$ cat src/rtl/pong_pkg.sv
// rtl/pong_pkg.sv - shared pong frame constants, decoded game state and receiver FSM state types
package pong_pkg;

    localparam logic [7:0] SYNC_BYTE = 8'hAA;
    localparam int         FRAME_LEN = 9;

    localparam logic [3:0] IDX_P1   = 4'd1;
    localparam logic [3:0] IDX_P2   = 4'd2;
    localparam logic [3:0] IDX_BX_M = 4'd3;
    localparam logic [3:0] IDX_BX_L = 4'd4;
    localparam logic [3:0] IDX_BY_M = 4'd5;
    localparam logic [3:0] IDX_BY_L = 4'd6;
    localparam logic [3:0] IDX_SC1  = 4'd7;
    localparam logic [3:0] IDX_SC2  = 4'(FRAME_LEN - 1);

    localparam int FIELD_W = 400;
    localparam int FIELD_H = 256;

    typedef struct packed {
        logic [7:0] p1;
        logic [7:0] p2;
        logic [8:0] bx;
        logic [8:0] by;
        logic [7:0] score1;
        logic [7:0] score2;
    } pong_state_t;

    typedef enum logic [2:0] {
        RX_IDLE,
        RX_START,
        RX_DATA,
        RX_STOP,
        RX_WAIT_HIGH
    } rx_state_e;

    typedef enum logic {
        F_HUNT,
        F_COLLECT
    } frame_state_e;

endpackage

$ cat src/rtl/uart_rx_byte.sv
// rtl/uart_rx_byte.sv - 8N1 byte receiver: rx synchroniser, oversample tick divider and byte FSM
module uart_rx_byte
    import pong_pkg::*;
#(
    parameter int CLK_DIV_COUNT = 27,
    parameter int OSF           = 16
) (
    input  logic       clk,
    input  logic       reset,
    input  logic       rx,
    output logic [7:0] data,
    output logic       byte_valid,
    output logic       byte_err
);

    localparam int DIV_W  = (CLK_DIV_COUNT > 1) ? $clog2(CLK_DIV_COUNT) : 1;
    localparam int TICK_W = $clog2(OSF);

    logic              rx_meta_q, rx_s_q;
    logic [DIV_W-1:0]  div_q;
    logic              tick;
    rx_state_e         state_q, state_d;
    logic [TICK_W-1:0] tcnt_q, tcnt_d;
    logic [2:0]        bit_q, bit_d;
    logic [7:0]        shift_q, shift_d;
    logic              valid_q, valid_d;
    logic              err_q, err_d;

    // Free-running divider: the tick is never re-aligned to the start edge.
    assign tick = (div_q == DIV_W'(CLK_DIV_COUNT - 1));

    always_ff @(posedge clk or negedge reset) begin
        if (!reset) begin
            rx_meta_q <= 1'b1;
            rx_s_q    <= 1'b1;
            div_q     <= '0;
            state_q   <= RX_IDLE;
            tcnt_q    <= '0;
            bit_q     <= '0;
            shift_q   <= '0;
            valid_q   <= 1'b0;
            err_q     <= 1'b0;
        end else begin
            rx_meta_q <= rx;
            rx_s_q    <= rx_meta_q;
            div_q     <= tick ? '0 : div_q + 1'b1;
            state_q   <= state_d;
            tcnt_q    <= tcnt_d;
            bit_q     <= bit_d;
            shift_q   <= shift_d;
            valid_q   <= valid_d;
            err_q     <= err_d;
        end
    end

    always_comb begin
        state_d = state_q;
        tcnt_d  = tcnt_q;
        bit_d   = bit_q;
        shift_d = shift_q;
        valid_d = 1'b0;
        err_d   = 1'b0;
        case (state_q)
            RX_IDLE: begin
                if (tick && !rx_s_q) begin
                    tcnt_d  = '0;
                    state_d = RX_START;
                end
            end
            RX_START: begin
                if (tick) begin
                    if (tcnt_q == TICK_W'(OSF / 2 - 1)) begin
                        tcnt_d  = '0;
                        bit_d   = '0;
                        state_d = rx_s_q ? RX_IDLE : RX_DATA;
                    end else begin
                        tcnt_d = tcnt_q + 1'b1;
                    end
                end
            end
            RX_DATA: begin
                if (tick) begin
                    if (tcnt_q == TICK_W'(OSF - 1)) begin
                        tcnt_d  = '0;
                        shift_d = {rx_s_q, shift_q[7:1]};
                        bit_d   = bit_q + 1'b1;
                        if (bit_q == 3'd7) begin
                            state_d = RX_STOP;
                        end
                    end else begin
                        tcnt_d = tcnt_q + 1'b1;
                    end
                end
            end
            RX_STOP: begin
                if (tick) begin
                    if (tcnt_q == TICK_W'(OSF - 1)) begin
                        tcnt_d = '0;
                        if (rx_s_q) begin
                            valid_d = 1'b1;
                            state_d = RX_IDLE;
                        end else begin
                            err_d   = 1'b1;
                            state_d = RX_WAIT_HIGH;
                        end
                    end else begin
                        tcnt_d = tcnt_q + 1'b1;
                    end
                end
            end
            RX_WAIT_HIGH: begin
                if (rx_s_q) begin
                    state_d = RX_IDLE;
                end
            end
            default: state_d = RX_IDLE;
        endcase
    end

    assign data       = shift_q;
    assign byte_valid = valid_q;
    assign byte_err   = err_q;

endmodule

$ cat src/rtl/pong_frame_rx.sv
// rtl/pong_frame_rx.sv - pong frame receiver: sync hunt, 9-byte collect, atomic state update; PONG_RX_TIMEOUT_EN adds inter-byte timeout
module pong_frame_rx
    import pong_pkg::*;
#(
    parameter int CLK_FREQ    = 50_000_000,
    parameter int BAUD        = 115_200,
    parameter int OSF         = 16,
    parameter int TIMEOUT_CYC = 100_000
) (
    input  logic        clk,
    input  logic        reset,
    input  logic        rx,
    output logic [7:0]  p1,
    output logic [7:0]  p2,
    output logic [8:0]  bx,
    output logic [8:0]  by,
    output logic [7:0]  score1,
    output logic [7:0]  score2,
    output logic        frame_valid,
    output logic        frame_err,
    output logic [15:0] frame_cnt
);

    localparam int CLK_DIV_COUNT = CLK_FREQ / (OSF * BAUD);

    logic [7:0]   byte_data;
    logic         byte_valid, byte_err;

    frame_state_e fstate_q, fstate_d;
    logic [3:0]   idx_q, idx_d;
    pong_state_t  shadow_q, shadow_d;
    pong_state_t  state_q, state_d;
    logic [15:0]  cnt_q, cnt_d;
    logic         fvalid_q, fvalid_d;
    logic         ferr_q, ferr_d;
`ifdef PONG_RX_TIMEOUT_EN
    logic [31:0]  to_q, to_d;
`endif

    uart_rx_byte #(
        .CLK_DIV_COUNT(CLK_DIV_COUNT),
        .OSF          (OSF)
    ) u_rx_byte (
        .clk       (clk),
        .reset     (reset),
        .rx        (rx),
        .data      (byte_data),
        .byte_valid(byte_valid),
        .byte_err  (byte_err)
    );

    always_ff @(posedge clk or negedge reset) begin
        if (!reset) begin
            fstate_q <= F_HUNT;
            idx_q    <= '0;
            shadow_q <= '0;
            state_q  <= '0;
            cnt_q    <= '0;
            fvalid_q <= 1'b0;
            ferr_q   <= 1'b0;
`ifdef PONG_RX_TIMEOUT_EN
            to_q     <= '0;
`endif
        end else begin
            fstate_q <= fstate_d;
            idx_q    <= idx_d;
            shadow_q <= shadow_d;
            state_q  <= state_d;
            cnt_q    <= cnt_d;
            fvalid_q <= fvalid_d;
            ferr_q   <= ferr_d;
`ifdef PONG_RX_TIMEOUT_EN
            to_q     <= to_d;
`endif
        end
    end

    always_comb begin
        fstate_d = fstate_q;
        idx_d    = idx_q;
        shadow_d = shadow_q;
        state_d  = state_q;
        cnt_d    = cnt_q;
        fvalid_d = 1'b0;
        ferr_d   = 1'b0;
`ifdef PONG_RX_TIMEOUT_EN
        to_d     = '0;
`endif
        case (fstate_q)
            F_HUNT: begin
                if (byte_valid && byte_data == SYNC_BYTE) begin
                    idx_d    = IDX_P1;
                    fstate_d = F_COLLECT;
                end
            end
            F_COLLECT: begin
                if (byte_err) begin
                    ferr_d   = 1'b1;
                    fstate_d = F_HUNT;
                end else if (byte_valid) begin
                    idx_d = idx_q + 4'd1;
                    case (idx_q)
                        IDX_P1:   shadow_d.p1 = byte_data;
                        IDX_P2:   shadow_d.p2 = byte_data;
                        IDX_BX_L: shadow_d.bx[7:0] = byte_data;
                        IDX_BY_L: shadow_d.by[7:0] = byte_data;
                        IDX_SC1:  shadow_d.score1 = byte_data;
                        IDX_BX_M, IDX_BY_M: begin
                            if (byte_data[7:1] != 7'd0) begin
                                ferr_d   = 1'b1;
                                fstate_d = F_HUNT;
                            end else if (idx_q == IDX_BX_M) begin
                                shadow_d.bx[8] = byte_data[0];
                            end else begin
                                shadow_d.by[8] = byte_data[0];
                            end
                        end
                        IDX_SC2: begin
                            // Last byte bypasses the shadow so every field lands in one edge.
                            state_d        = shadow_q;
                            state_d.score2 = byte_data;
                            cnt_d          = cnt_q + 16'd1;
                            fvalid_d       = 1'b1;
                            fstate_d       = F_HUNT;
                        end
                        default: fstate_d = F_HUNT;
                    endcase
                end
`ifdef PONG_RX_TIMEOUT_EN
                else if (to_q == 32'(TIMEOUT_CYC - 1)) begin
                    ferr_d   = 1'b1;
                    fstate_d = F_HUNT;
                end else begin
                    to_d = to_q + 32'd1;
                end
`endif
            end
            default: fstate_d = F_HUNT;
        endcase
    end

    assign p1          = state_q.p1;
    assign p2          = state_q.p2;
    assign bx          = state_q.bx;
    assign by          = state_q.by;
    assign score1      = state_q.score1;
    assign score2      = state_q.score2;
    assign frame_cnt   = cnt_q;
    assign frame_valid = fvalid_q;
    assign frame_err   = ferr_q;

endmodule

$ cat config.mk
export PLATFORM = sky130hd
export DESIGN_NAME = pong_frame_rx
export DESIGN_NICKNAME = d
export VERILOG_FILES = /design/src/rtl/pong_pkg.sv /design/src/rtl/uart_rx_byte.sv /design/src/rtl/pong_frame_rx.sv
export SDC_FILE = /design/constraint.sdc
export NUM_CORES = 1
export LEC_CHECK = 0
export CORE_MARGIN = 3
export CORE_UTILIZATION = 49
export CTS_BUF_LIST = sky130_fd_sc_hd__clkbuf_2
export DETAILED_ROUTE_END_ITERATION = 6
export PLACE_DENSITY = 0.73
export SYNTH_ARGS = -nofsm -noshare
export SYNTH_HDL_FRONTEND = slang
export SYNTH_SLANG_ARGS = --single-unit
$ cat constraint.sdc
create_clock -name clk -period 2.7 [get_ports clk]
set_input_delay 0.54 -clock clk [delete_from_list [all_inputs] [get_ports clk]]
set_output_delay 0.54 -clock clk [all_outputs]
set_load 0.01 [all_outputs]
* Word-level counts from Yosys, hierarchy flattened
Cells that the tools add are included.
** Storage, ports and cells
- Flip-flop bits (word level) :: 142
- Input bits :: 3
- Output and inout bits :: 68
- Word-level logic and storage cells :: 140
** Operators by class
- Add/sub/neg operators :: 5
- Equality and inequality tests :: 30
- Muxes and demuxes :: 51
- Bitwise gates (word level) :: 4
- Reduce and logical (&&, ||, !) cells :: 23
** Operators by type and width (number)
- 3-bit two-way mux :: 14
- 4-bit two-way mux :: 8
- 4-bit AND reduction :: 7
- 2-bit by 1-bit inequality test with 1-bit output (second input constant) :: 11
- 1-bit two-way mux :: 21
- 4-bit by 3-bit == test with 1-bit output (second input constant) :: 5
- 16-bit by 1-bit adder with 16-bit output (second input constant) :: 1
- 3-bit one-hot mux with 5 select lines :: 1
- 4-bit one-hot mux with 3 select lines :: 1
- 6-bit AND reduction :: 2
- 9-bit AND reduction :: 1
- 4-bit by 1-bit adder with 4-bit output (second input constant) :: 2
- 4-bit by 2-bit == test with 1-bit output (second input constant) :: 2
- 4-bit == test (second input constant) :: 2
- 8-bit == test (second input constant) :: 1
- 4-bit one-hot mux with 2 select lines :: 1
- 7-bit nonzero test :: 1
- 3-bit by 2-bit == test with 1-bit output (second input constant) :: 2
- 3-bit == test (second input constant) :: 2
- 3-bit one-hot mux with 2 select lines :: 1
- 3-bit AND reduction :: 2
- 5-bit by 1-bit adder with 5-bit output (second input constant) :: 1
- 5-bit == test (second input constant) :: 1
- 5-bit two-way mux :: 1
- 15 further kinds :: 22

* Depth between registers and ports, before layout
- Depth after elaboration :: 6
- Depth in mapped cells :: 8
- Gate-level depth less buffers :: 6

* Hierarchy
From an unflattened synthesis, not the netlist that was laid out.
** Unflattened totals
- Cells, all modules :: 414
- Area total of the unflattened synthesis :: 6254.7 um^2
** By module, submodules not included
- pong_frame_rx :: instances 1, cells an instance 304, area an instance 4901.0 um^2, sequential area each 2877.8 um^2
- uart_rx_byte :: instances 1, cells an instance 110, area an instance 1353.8 um^2, sequential area each 678.2 um^2

* Least setup slack after synthesis
OpenSTA, ideal clock, no wires.
- Kind :: flip-flop to flip-flop
- From :: reg u_rx_byte.div_q[0]
- To :: reg u_rx_byte.shift_q[0], in the netlist u_rx_byte.data[0]
- Setup time :: 0.125 ns
- Data arrival time :: 1.829 ns
- Data required time :: 2.575 ns
- Slack :: 0.746 ns
- Stages on the path, launching flop included :: 8
- Buffers on the path :: 1
- Period minus slack after synthesis :: 1.954 ns
- Cell sequence :: dfrtp_1 inv_1 ha_1 nand4b_4 nor4_4 and2b_1 buf_6 mux2_4
** Between the ends
- Longest elaborated chain between the ends :: 2
** Ends and longest elaborated chain
- start, declared :: RTL line uart_rx_byte.sv:20 : logic [DIV_W-1:0] div_q;
- start signal, assigned :: RTL line uart_rx_byte.sv:46 : div_q <= tick ? '0 : div_q + 1'b1;
- 5-bit == test :: RTL line uart_rx_byte.sv:30 : assign tick = (div_q == DIV_W'(CLK_DIV_COUNT - 1));
- 3-bit AND reduction (no line)
- end signal, assigned :: RTL line uart_rx_byte.sv:50 : shift_q <= shift_d;
- end, declared :: RTL line uart_rx_byte.sv:25 : logic [7:0] shift_q, shift_d;
Every way passes these cells.
A chain may end at the register's enable or synchronous reset.

* Worst setup path in the final report
- From :: reg u_rx_byte.div_q[0]
- To :: reg u_rx_byte.shift_q[7], in the netlist u_rx_byte.data[7]
Same word-level chain as after synthesis.

==> results_dict.tcl <==
set metrics [dict create \
    final_nets 511 \
    antenna_left 0 \
    critPathMaxFanout 11 \
    synth_compound_area_share_pct 2.69 \
    syn2layout_area_growth_pct 18.2 \
    setup_viol 0 \
    route.detailed.drc 0 \
    cts_tree "yes" \
    met3_usage_pct 4.97 \
    internal_power_uw 2660 \
    drt_iter0_markers 190 \
    slew_viol_final 0 \
    synthSimpleGateAreaFrac_pct 10.4 \
    tightest_slew_ns 0.565 \
    cap_violations 0 \
    fin_skew_ns 0.0273 \
    worstPathArrival_ns 2.94 \
    die_area_um2 13500 \
    comb_power_share_pct 1.5 \
    slew_headroom_pct 62.1 \
    sw_frac_of_total_pct 22.5 \
    postSynthCellCount 426 \
    synth_adder_area_share_pct 2.10 \
    grt_max_degree 61 \
    endpoint_kind "flip-flop" \
    use_met2_pct 26.1 \
    core_um2 11700 \
    cpPeakStageDelay_ns 0.54 \
    worstSetupPathType "reg2reg" \
    fin_tns_setup_ns 0 \
    seqPwrFrac_pct 62.3 \
    slowest_stage "and2b_1" \
    cts_max_level 4 \
    clock_latency_ns 0.67 \
    crit_required_ns 3.30 \
    grt_pass1_wl_um 17900 \
    period_minus_slack_ns 2.35 \
    power.density_nw_per_um2 488 \
    die_h_um 116 \
    dr_total_vias 3534 \
    power.total_uw 3430 \
    met1_usage_pct 23.6 \
    routabilityCongestion 0.815 \
    status "completed" \
    layoutNonFillerInstCount 653 \
    gr-max-usage-layer "met2" \
    synth.area.mux_share_pct 19.7 \
    post_cts_buffers 0 \
    fin_crit_sh_pct 87.0 \
    multi_input_area_um2 2260 \
    clkTransAtPathRegs_ns 0.21 \
    seq_area_um2 3560 \
    via_per_inst 5.41 \
    post_cts_resized 0 \
    synth_top_family_by_area "multiplexers" \
    switchingPower_uw 773 \
    initial_core_util_pct 51.0 \
    crit_buf_inv 1 \
    path_cells "inv_1 -> ha_1 -> nand4b_4 -> nor4_4 -> and2b_1 -> mux2_2" \
    min_path_type "in2reg" \
    syn-cell-area_um2 5950 \
    overflow 0 \
    first_global_vias 3519 \
    synth_xor_area_share_pct 2.94 \
    dr.pass1.iters 4 \
    cts_sinks 142 \
    finalHoldViolCount 0 \
    port_buffers 70 \
    cp-start-kind "flip-flop" \
    power_leakage_uw 0.00336 \
    wire_per_inst_um 16.3 \
    grt_usage_pct 17.3 \
    pwr-share-clk_pct 36.2 \
    rsz0062_at_grt "false" \
    dpl.cell_count 621 \
    ys.warnings.count 0 \
    cts_made_buffers 17 \
    avgSynthCellArea_um2 14.0 \
    io_pins 71 \
    place_hpwl_um 7130 \
    row_count 39 \
    clockBufferDepth 2 \
    antenna_cells 0 \
    die_x_um 116 \
    cpLargestDelayFamily "simple AND/OR/NAND/NOR gates" \
    syn_nets 439 \
    fill_cells 936 \
    synth-seq-cells 142 \
    vdd_ir_drop_max_v 0.000335 \
    cts_root_buffer "clkbuf_2" \
    fmax_mhz 426 \
    yosysUniqueCellTypes 52 \
    drive_gt1_share_pct 28.8 \
    yosysSeqAreaShare_pct 59.8 \
    antenna_found_initial 0 \
    finalWirelength_um 10600 \
]
worst paths after layout:
path / endpoint / slack (ns) / cells after the start / start
setup / recovery: u_rx_byte.data[7] / 0.35 / 6 / u_rx_byte.div_q[0]
hold / removal: u_rx_byte.rx_meta_q / 0.26 / 1 / rx
setup reg to reg: u_rx_byte.data[7] / 0.35 / 6 / u_rx_byte.div_q[0]
hold reg to reg: u_rx_byte.rx_s_q / 0.38 / 0 / u_rx_byte.rx_meta_q
max in group asynchronous: shadow_q[46] / 1.54 / 3 / reset
min in group asynchronous: p2[1] / 0.34 / 2 / reset
worst register-to-register path, cell delays in order (launching register included):
cell      delay (ns)
dfrtp_1         0.45
inv_1           0.07
ha_1            0.23
nand4b_4        0.18
nor4_4          0.41
and2b_1         0.54
mux2_2          0.40
synthesized netlist by cell type, drive strengths merged:
master,number,share of area (%)
a2111oi,1,0.15
a211o,1,0.15
a211oi,2,0.25
a21oi,4,0.34
a221oi,3,0.44
a22o,1,0.15
a22oi,1,0.13
and2,1,0.11
and2b,1,0.13
and3,2,0.21
and3b,2,0.29
and4,2,0.29
and4b,1,0.17
buf,12,1.2
clkbuf,9,0.57
dfrtp,140,59
dfstp,2,0.88
ha,10,2.1
inv,10,0.63
mux2,101,20
mux2i,1,0.17
nand2,19,1.2
nand2b,3,0.32
nand3,12,1.0
nand3b,2,0.67
nand4,6,0.63
nand4b,3,0.69
nor2,20,1.3
nor3,10,0.93
nor3b,1,0.21
nor4,5,1.2
nor4b,3,0.44
o211ai,1,0.13
o21a,1,0.13
o21ai,7,0.59
o21bai,1,0.13
o31ai,1,0.13
or3,1,0.11
or3b,1,0.15
or4,1,0.13
or4b,1,0.17
xnor2,12,1.8
xor2,8,1.2
cell type report:
cell class | count | share of cell area (%)
multi-input combinational | 253 | 32.1
timing repair buffer | 74 | 10.8
sequential | 142 | 50.5
inverter | 10 | 0.534
clock inverter | 11 | 2.05
clock buffer | 20 | 1.42
tap | 143 | 2.54
per-layer routing:
metal	wire length (um)	part of all wire, %
met5	0	0
met4	170	1.6
met3	434	4.1
met2	5090	48
met1	4930	46
timing repair:
action,in CTS,in global routing
hold buffers,1,0
endpoints found under the setup margin,0,0
endpoints found under the hold margin,49,0
cell usage in the layout, fill, tap and decap left out, types with 2 or more instances in the layout:
cell / count
nand4b_1: 2
nand3_1: 12
nor4_4: 2
a221oi_1: 3
ha_1: 10
dfstp_2: 2
nor4b_1: 3
clkdlybuf4s50_1: 69
o21ai_0: 7
clkinv_4: 2
and4_1: 2
nor4_2: 2
clkbuf_2: 20
nor2_1: 18
nor3_1: 9
clkinvlp_4: 3
bufinv_16: 3
and3b_1: 2
dfrtp_1: 140
clkinv_2: 2
a21oi_1: 4
mux2_2: 93
a211oi_1: 2
nand2b_1: 3
mux2_4: 7
and3_1: 2
nand4_1: 6
inv_1: 10
nand2_1: 19
xnor2_1: 12
nand3b_4: 2
buf_12: 2
xor2_1: 8
cell families (layout without fill, tap and decap cells):
logic type | Yosys count | count (layout)
flip-flops | 142 | 142
multiplexers | 102 | 102
AND/OR/NAND/NOR | 97 | 97
buffers and inverters | 31 | 115
AO/OA/AOI/OAI | 24 | 24
XOR/XNOR | 20 | 20
adder cells (fa/ha/maj) | 10 | 10
state kept, by name (all words and copies together) (netlist names), 4 cells and up:
| name | cells |
|---|---|
| shadow_q | 42 |
| frame_cnt | 16 |
| bx | 9 |
| by | 9 |
| p1 | 8 |
| p2 | 8 |
| score1 | 8 |
| score2 | 8 |
| u_rx_byte.data | 8 |
| u_rx_byte.div_q | 5 |
| idx_q | 4 |
| u_rx_byte.tcnt_q | 4 |
power by group through the flow:
stage / logic (uW) / clock network (uW) / registers [uW]
floorplan: 5.26 / 0 / 2170
global placement: 52.8 / 0 / 2170
detailed placement: 54.6 / 0 / 2170
CTS: 55.7 / 1290 / 2140
global route: 61.4 / 1390 / 2140
finish: 52.2 / 1240 / 2140
per-stage QoR:
stage | area [um2] | setup slack, ns | hold slack, ns | utilization (%)
after CTS | 7040 | 0.338 | 0.173 | 60.3
after global routing | 7040 | 0.244 | 0.160 | 60.3
final | 7040 | 0.351 | 0.262 | 60.3
after floorplan | 5950 | 0.746 | 0.244 | -
after global placement | 6780 | 0.441 | 0.355 | 58.1
after detailed placement | 6780 | 0.331 | 0.354 | 58.1
No activity file was read; power rests on OpenSTA's default activity.
==> RTL edit, RTL diff (same settings) <==
`OSF` is set to 16 in 2 places; all go to 32.
--- a/src/rtl/uart_rx_byte.sv
+++ b/src/rtl/uart_rx_byte.sv
@@ -3,7 +3,7 @@
     import pong_pkg::*;
 #(
     parameter int CLK_DIV_COUNT = 27,
-    parameter int OSF           = 16
+    parameter int OSF           = 32
 ) (
     input  logic       clk,
     input  logic       reset,
--- a/src/rtl/pong_frame_rx.sv
+++ b/src/rtl/pong_frame_rx.sv
@@ -4,7 +4,7 @@
 #(
     parameter int CLK_FREQ    = 50_000_000,
     parameter int BAUD        = 115_200,
-    parameter int OSF         = 16,
+    parameter int OSF         = 32,
     parameter int TIMEOUT_CYC = 100_000
 ) (
     input  logic        clk,
Behaviour: same outputs for any inputs over 10 cycles, from zero or initial values and one cycle with reset low; that may be too few to reach the edited logic, so the function may still have changed.
==> RTL edit against the unedited design <==
- final area is 0.57% lower
- largest cell class unchanged
- fmax is 2.6% higher
- sequential cell count stayed put
- highest routed layer unchanged
- die area hardly changed
- area after synthesis hardly changed
- routed wire length is 4.1% higher
- setup slack better by 60 ps
- total power is 5.9% lower
- synthesized cell count is 2.1% lower
==> RTL edit: results (changes against the unedited design) <==
| Metric | Value |
|---|---|
| Peak fanout along the critical path | `6 (-5)` |
| Total GRT Usage | `18.1% (+0.86 points)` |
| Critical-path top delay cell | `clkdlybuf4s50_1` |
| Met3 usage | `4.72% (-0.26 points)` |
| Sequential cell area share | `50.8% (+0.29 points)` |
| Combinational power | `0.0000550 W (+5.4%)` |
| NonClk Buf Share | `11.1% (+0.28 points)` |
| Synth top area cells | `dfrtp_1, mux2_2, ha_1` |
| Vias in the first global route | `3,640 (+3.4%)` |
| CP top delay family | `buffers and inverters` |
| Worst VDD drop | `0.000343 V (+2.2%)` |
| Pin count of the biggest net entering global routing | `60 (-1.6%)` |
| Leak | `3.40 nW (+1.2%)` |
| First-pass GRT wire length | `18.6 mm (+3.6%)` |
| Clock Latency Late Sink | `690 ps (+20 ps)` |
| Post-synth top cells | `dfrtp_1, mux2_2, nand2_1` |
| Non-clk invs | `9 (-1)` |
| Post-synthesis mux area share | `19.8% (+0.080 points)` |
| Rel. slew slack | `64.3% (+2.2 points)` |
| Via/cell ratio | `5.31 (-2.0%)` |
| Clk slew on worst S/H paths | `170 ps (-40 ps)` |
| FF-to-FF path depth | `8 (+2)` |
| GR Util met2 | `29.1% (+3.0 points)` |
| Run status | `finished clean` |
| Area occupied by multi-input gates | `0.00226 mm² (-0.11%)` |
| RR Startpoint | `u_rx_byte.tcnt_q[0]$_DFFE_PN0P_` |
| DR iter-0 viols | `267 (+41%)` |
| Total chip power | `0.00323 W (-5.9%)` |
RTL edit: cell count changes in the layout (fill, tap and decap cells not counted), sizes merged, moves of 3 or more:
cell | unedited run | this run
nor2 | 20 | 11
clkinv | 5 | 12
nor3 | 10 | 6
a221oi | 3 | 0
a22o | 1 | 4
ha | 10 | 13
nand2 | 19 | 22
nor2b | 0 | 3
RTL edit: stage by stage:
step / hold WS, ps / utilization, % / std cells / worst slack (ps) / area (µm²)
2_1_floorplan: 244 / - / 417 / 760 / 5950
3_3_place_gp: 347 / 58.5 / 616 / 769 / 6790
3_5_place_dp: 355 / 58.5 / 616 / 615 / 6790
4_1_cts: 159 / 60.2 / 649 / 306 / 6990
5_1_grt: 172 / 60.2 / 649 / 257 / 6990
6_report: 250 / 60.2 / 650 / 411 / 7000
